`config.mk`:
```
export PLATFORM = sky130hd
export DESIGN_NAME = tv_recorder_flat
export DESIGN_NICKNAME = d
export VERILOG_FILES = /design/src/rtl/tv_pkg.sv /design/src/rtl/tv_recorder_if.sv /design/src/rtl/tv_buffer.sv /design/src/rtl/tv_recorder.sv /design/src/flat_wrapper.sv
export SDC_FILE = /design/constraint.sdc
export NUM_CORES = 1
export LEC_CHECK = 0
export CORE_ASPECT_RATIO = 1.5
export CORE_UTILIZATION = 60
export CTS_CLUSTER_DIAMETER = 200
export CTS_CLUSTER_SIZE = 8
export DETAILED_ROUTE_END_ITERATION = 12
export GPL_ROUTABILITY_DRIVEN = 0
export GPL_TIMING_DRIVEN = 0
export PLACE_DENSITY = 0.84
export SLEW_MARGIN = 20
export SYNTH_ARGS = -nofsm -noshare
export SYNTH_HDL_FRONTEND = slang
export SYNTH_HIERARCHICAL = 1
export SYNTH_SLANG_ARGS = --single-unit
```
`constraint.sdc`:
```
create_clock -name clk -period 3.53 [get_ports clk]
set_input_delay 0.5295 -clock clk [delete_from_list [all_inputs] [get_ports clk]]
set_output_delay 0.5295 -clock clk [all_outputs]
set_load 0.01 [all_outputs]
```
`src/rtl/tv_pkg.sv`:
```
// Shared types and default sizes for the test-vector recorder slice.
package tv_pkg;
    typedef enum logic [1:0] {TV_IDLE, TV_CAPTURE, TV_DUMP} tv_state_t;

    localparam int TV_WIDTH_DEF = 4;
    localparam int TV_DEPTH_DEF = 8;
endpackage

```
`src/rtl/tv_recorder_if.sv`:
```
// Sample/dump/status bundle of the recorder; the recorder is the slave, the host or logger the master.
interface tv_recorder_if import tv_pkg::*; #(
    parameter int WIDTH = TV_WIDTH_DEF,
    parameter int CNT_W = $clog2(TV_DEPTH_DEF) + 1
) ();
    logic             arm;
    logic             stop;
    logic             smp_valid;
    logic [WIDTH-1:0] smp_data;
    logic             dump_ready;
    logic             dump_valid;
    logic [WIDTH-1:0] dump_data;
    logic             dump_last;
    logic [CNT_W-1:0] count;
    logic             busy;
    logic             overflow;

    modport master (
        output arm, stop, smp_valid, smp_data, dump_ready,
        input  dump_valid, dump_data, dump_last, count, busy, overflow
    );

    modport slave (
        input  arm, stop, smp_valid, smp_data, dump_ready,
        output dump_valid, dump_data, dump_last, count, busy, overflow
    );
endinterface

```
`src/rtl/tv_buffer.sv`:
```
// DEPTH x WIDTH storage: synchronous write, asynchronous read, no reset on contents.
module tv_buffer import tv_pkg::*; #(
    parameter int WIDTH = TV_WIDTH_DEF,
    parameter int DEPTH = TV_DEPTH_DEF,
    parameter int AW    = $clog2(DEPTH)
) (
    input  logic             clk,
    input  logic             we,
    input  logic [AW-1:0]    waddr,
    input  logic [WIDTH-1:0] wdata,
    input  logic [AW-1:0]    raddr,
    output logic [WIDTH-1:0] rdata
);
    logic [WIDTH-1:0] mem_q [DEPTH];

    always_ff @(posedge clk) begin
        if (we) begin
            mem_q[waddr] <= wdata;
        end
    end

    assign rdata = mem_q[raddr];
endmodule

```
`src/rtl/tv_recorder.sv`:
```
// Test-vector recorder: captures sample words, then streams them out oldest first.
// Define TV_RECORDER_DEDUP_EN to skip samples equal to the previously written word.
module tv_recorder import tv_pkg::*; #(
    parameter int WIDTH = TV_WIDTH_DEF,
    parameter int DEPTH = TV_DEPTH_DEF,
    parameter int CNT_W = $clog2(DEPTH) + 1
) (
    input  logic         clk,
    input  logic         rst,
    tv_recorder_if.slave bus
);
    localparam int               PTR_W = $clog2(DEPTH);
    localparam logic [CNT_W-1:0] FULL  = CNT_W'(DEPTH);

    tv_state_t        state_q, state_d;
    logic [PTR_W-1:0] wr_ptr_q, wr_ptr_d;
    logic [PTR_W-1:0] rd_ptr_q, rd_ptr_d;
    logic [CNT_W-1:0] count_q, count_d;
    logic             overflow_q, overflow_d;
    logic             we;
    logic             dup;
    logic             dump_valid;
    logic             dump_last;
    logic [WIDTH-1:0] rdata;

`ifdef TV_RECORDER_DEDUP_EN
    logic [WIDTH-1:0] last_q, last_d;

    // An empty session has no previous word, so its first sample is always kept.
    assign dup    = (count_q != '0) && (bus.smp_data == last_q);
    assign last_d = we ? bus.smp_data : last_q;

    always_ff @(posedge clk) begin
        last_q <= last_d;
    end
`else
    assign dup = 1'b0;
`endif

    assign dump_valid = (state_q == TV_DUMP);
    assign dump_last  = dump_valid && ({1'b0, rd_ptr_q} == (count_q - CNT_W'(1)));

    always_comb begin
        state_d    = state_q;
        wr_ptr_d   = wr_ptr_q;
        rd_ptr_d   = rd_ptr_q;
        count_d    = count_q;
        overflow_d = overflow_q;
        we         = 1'b0;
        case (state_q)
            TV_IDLE: begin
                if (bus.arm) begin
                    state_d    = TV_CAPTURE;
                    wr_ptr_d   = '0;
                    rd_ptr_d   = '0;
                    count_d    = '0;
                    overflow_d = 1'b0;
                end
            end
            TV_CAPTURE: begin
                if (bus.smp_valid && !dup) begin
                    if (count_q == FULL) begin
                        overflow_d = 1'b1;
                    end else begin
                        we       = 1'b1;
                        wr_ptr_d = wr_ptr_q + PTR_W'(1);
                        count_d  = count_q + CNT_W'(1);
                    end
                end
                // A stop that also writes a sample still has something to dump.
                if (count_q == FULL) begin
                    state_d = TV_DUMP;
                end else if (bus.stop) begin
                    state_d = (count_q == '0 && !we) ? TV_IDLE : TV_DUMP;
                end
            end
            TV_DUMP: begin
                if (bus.dump_ready) begin
                    rd_ptr_d = rd_ptr_q + PTR_W'(1);
                    if (dump_last) begin
                        state_d = TV_IDLE;
                    end
                end
            end
            default: state_d = TV_IDLE;
        endcase
    end

    always_ff @(posedge clk) begin
        if (!rst) begin
            state_q    <= TV_IDLE;
            wr_ptr_q   <= '0;
            rd_ptr_q   <= '0;
            count_q    <= '0;
            overflow_q <= 1'b0;
        end else begin
            state_q    <= state_d;
            wr_ptr_q   <= wr_ptr_d;
            rd_ptr_q   <= rd_ptr_d;
            count_q    <= count_d;
            overflow_q <= overflow_d;
        end
    end

    tv_buffer #(
        .WIDTH (WIDTH),
        .DEPTH (DEPTH),
        .AW    (PTR_W)
    ) u_buffer (
        .clk   (clk),
        .we    (we),
        .waddr (wr_ptr_q),
        .wdata (bus.smp_data),
        .raddr (rd_ptr_q),
        .rdata (rdata)
    );

    assign bus.dump_valid = dump_valid;
    assign bus.dump_data  = dump_valid ? rdata : '0;
    assign bus.dump_last  = dump_last;
    assign bus.count      = count_q;
    assign bus.busy       = (state_q != TV_IDLE);
    assign bus.overflow   = overflow_q;
endmodule

```
`src/flat_wrapper.sv`:
```
// flat-port wrapper written by rule: the top's interface ports become plain ports
module tv_recorder_flat import tv_pkg::*;
#(
    parameter int WIDTH = TV_WIDTH_DEF,
    parameter int DEPTH = TV_DEPTH_DEF,
    parameter int CNT_W = $clog2(DEPTH) + 1
)
  (clk, rst, bus_arm, bus_stop, bus_smp_valid, bus_smp_data, bus_dump_ready, bus_dump_valid, bus_dump_data, bus_dump_last, bus_count, bus_busy, bus_overflow);
  tv_recorder_if #(.WIDTH(WIDTH), .CNT_W(CNT_W)) bus_i ();
  input  logic clk;
  input  logic rst;
  input wire logic [$bits(bus_i.arm)-1:0] bus_arm;
  input wire logic [$bits(bus_i.stop)-1:0] bus_stop;
  input wire logic [$bits(bus_i.smp_valid)-1:0] bus_smp_valid;
  input wire logic [$bits(bus_i.smp_data)-1:0] bus_smp_data;
  input wire logic [$bits(bus_i.dump_ready)-1:0] bus_dump_ready;
  output wire logic [$bits(bus_i.dump_valid)-1:0] bus_dump_valid;
  output wire logic [$bits(bus_i.dump_data)-1:0] bus_dump_data;
  output wire logic [$bits(bus_i.dump_last)-1:0] bus_dump_last;
  output wire logic [$bits(bus_i.count)-1:0] bus_count;
  output wire logic [$bits(bus_i.busy)-1:0] bus_busy;
  output wire logic [$bits(bus_i.overflow)-1:0] bus_overflow;
  assign bus_i.arm = bus_arm;
  assign bus_i.stop = bus_stop;
  assign bus_i.smp_valid = bus_smp_valid;
  assign bus_i.smp_data = bus_smp_data;
  assign bus_i.dump_ready = bus_dump_ready;
  assign bus_dump_valid = bus_i.dump_valid;
  assign bus_dump_data = bus_i.dump_data;
  assign bus_dump_last = bus_i.dump_last;
  assign bus_count = bus_i.count;
  assign bus_busy = bus_i.busy;
  assign bus_overflow = bus_i.overflow;
  tv_recorder #(.WIDTH(WIDTH), .DEPTH(DEPTH), .CNT_W(CNT_W)) u_core (.clk(clk), .rst(rst), .bus(bus_i));
endmodule
```
==> out/metrics.yaml <==
outcome: "finished, final reports clean"
yosysUniqueCellTypes: 39
fp.dieArea_um2: 3770
synthXorXnorAreaFrac: 0.0249
switching_power_mw: 0.246
cts_tree: "yes"
numCtsBuffers: 5
post-route-min-period_ns: 3.09
synth.area.top_cells: "edfxtp_1 (45%), dfxtp_1 (12%), mux4_1 (9.9%), ha_1 (3.0%), mux2_2 (2.1%)"
postCtsHoldBufs: 0
startpoint: "u_core/bus.count[0]"
wire_per_inst_um: 16.8
root_buffer: "clkbuf_8"
ios: 22
netlist.area_leader.share: 0.455
ys_seq_area_frac: 0.578
synth_nets: 170
gr-usage-all-layers: 0.222
synth_edf_count: 32
insertion_delay_ns: 0.30
syn-instance-count: 155
viasPerCell: 5.94
critPathKind: "reg2out"
design_area_um2: 2470
cts_setup_buffers: 0
worstMarginPinSlew_ns: 0.706
async_reset_ff_frac: 0
fin_setup_tns_ns: 0
endpoint_kind: "output port"
top_usage_layer: "met2"
ys_ff_latch: 45
drt-total-wl_um: 3790
switching_share: 0.240
die_h_um: 74.7
synth_top_family_by_area: "simple AND/OR/NAND/NOR gates"
num_antenna_cells: 0
finalSetupViolations: 0
cts.clk_slew.worst_paths_ns: 0.09
power.density_nw_per_um2: 415
clockPowerShare: 0.308
grt_antenna_before_repair: 0
synth-compound-area-share: 0.0557
ys.flop_type: "edfxtp_1"
min_from: "u_core/bus.overflow"
netlist_area_um2: 2110
io_buffers: 21
num_vias: 1343
fmax_ghz: 0.324
die_w_um: 50.5
synth_area_per_cell_um2: 13.6
grt_max_degree: 16
dp_hpwl_um: 2800
detail_route.iter0.violations: 22
grt.met3_usage: 0.0525
drv_slew: 0
cp_max_fo: 8
drcViolationCount: 0
hold_violations: 0
yosysWarnings: 6
cp.required_ns: 3.00
cts_max_path_buffers: 2
max-cap-violations: 0
globalRouteMet2Util: 0.434
place_inst: 218
place_area_um2: 2380
fin_worst_skew_ns: 0.00775
synth_simple_gate_area_frac: 0.142
p_int_mw: 0.777
rows: 26
final-instance-count-excl-fill: 226
drtPass1Iterations: 4
cts.sinks: 45
crit_path_start_kind: "flip-flop"
rsz0062_at_grt: "false"
fin_nets: 198
synth_top_cell_by_area: "edfxtp_1"
p_leak_nw: 0.831
cts_resized: 0
fin_crit_sh: 0.875
synthMuxAreaShare: 0.135
synth_adder_area_share: 0.0296
grt_overflow: 0
grt_pass1_vias: 1277
core_um2: 3380
layout-drive-gt1-share: 0.0978
final_cell_mix: "edfxtp_1 (32), clkdlybuf4s50_1 (21), dfxtp_1 (13), nor2_1 (12), nand2_1 (9)"
syn2layout_area_growth_pct: 16.8
cts-htree-levels: 2
total_power_mw: 1.02
hold-worst-slack_ns: 0.487
initial_core_util: 0.625
seq_power_share: 0.569
use_met1: 0.219
r2r_start: "u_core/bus.count[0]"
critical_path_arrival_ns: 2.56
peakVddDrop_mv: 0.368
power.share.combinational: 0.123
ant_nets: 0
final_common_cell: "edfxtp_1"
max-slew-margin-rel: 0.526
min_path_type: "reg2reg"
grt_pass1_wl_um: 5880
synth_stat cells, types with 4 or more instances:
cell	instances
nor2_1	12
ha_1	5
nand2_1	9
a21oi_1	4
dfxtp_1	13
xnor2_1	5
edfxtp_1	32
nor2b_1	4
clkbuf_1	4
and2_1	4
mux4_1	8
inv_1	8
mux2_2	4
nand2b_1	5
registers in the layout, indices dropped and copies added, names as in the netlist:
signal and count:
u_core/rd_ptr_q 3, u_core/u_buffer/mem_q 32, u_core/wr_ptr_q 3, u_core/bus.count 4, u_core/bus.overflow 1, u_core/state_q 2
final timing paths:
kind / end / slack (ns) / depth (start not counted)
setup / recovery: bus_dump_last / 0.44 / 7
hold / removal: u_core/bus.overflow / 0.49 / 2
setup reg to reg: u_core/u_buffer/mem_q[4][2] / 0.86 / 7
hold reg to reg: u_core/bus.overflow / 0.49 / 2
final cells by class:
cell class,count,area (um2)
fillers,252,916
plain buffers,7,45.0
multi-input cells,95,817
well taps,42,52.6
clock inverters,3,22.5
inverters,8,30.0
flip-flops and latches,45,1220
repair buffers,21,210
clock buffers,5,68.8
metal layers:
metal / up-vias / routed length, um
met2: 41 / 2140
met5: - / 0
li1: 641 / -
met3: 7 / 151
met1: 654 / 1450
met4: 0 / 53
stage by stage:
step | setup WS [ns] | util
5_1_grt | 0.292 | 0.729
4_1_cts | 0.429 | 0.729
2_1_floorplan | 1.29 | -
6_report | 0.442 | 0.729
3_3_place_gp | 0.823 | 0.702
3_5_place_dp | 0.776 | 0.702
critical path, cell delays in order (launching register included):
cell and delay, ns:
dfxtp_1 0.51, inv_1 0.11, ha_1 0.23, xor2_1 0.17, nor4b_1 0.26, a311oi_1 0.12, nor4_1 0.29, clkdlybuf4s50_1 0.58
cell families after synthesis:
kind of cell / count (synthesis)
mux: 15
fa+ha+maj: 5
compound gates: 17
xor+xnor: 6
flops: 45
buf+inv: 15
simple gates: 52
power groups by stage:
stage | sequential [mW] | combinational (mW) | clock [mW]
2_1_floorplan | 0.593 | 0.0770 | 0
3_3_place_gp | 0.594 | 0.121 | 0
3_5_place_dp | 0.594 | 0.125 | 0
4_1_cts | 0.582 | 0.126 | 0.322
5_1_grt | 0.584 | 0.137 | 0.345
6_report | 0.582 | 0.126 | 0.315
Note: power is estimated with default switching activity, not from simulation.
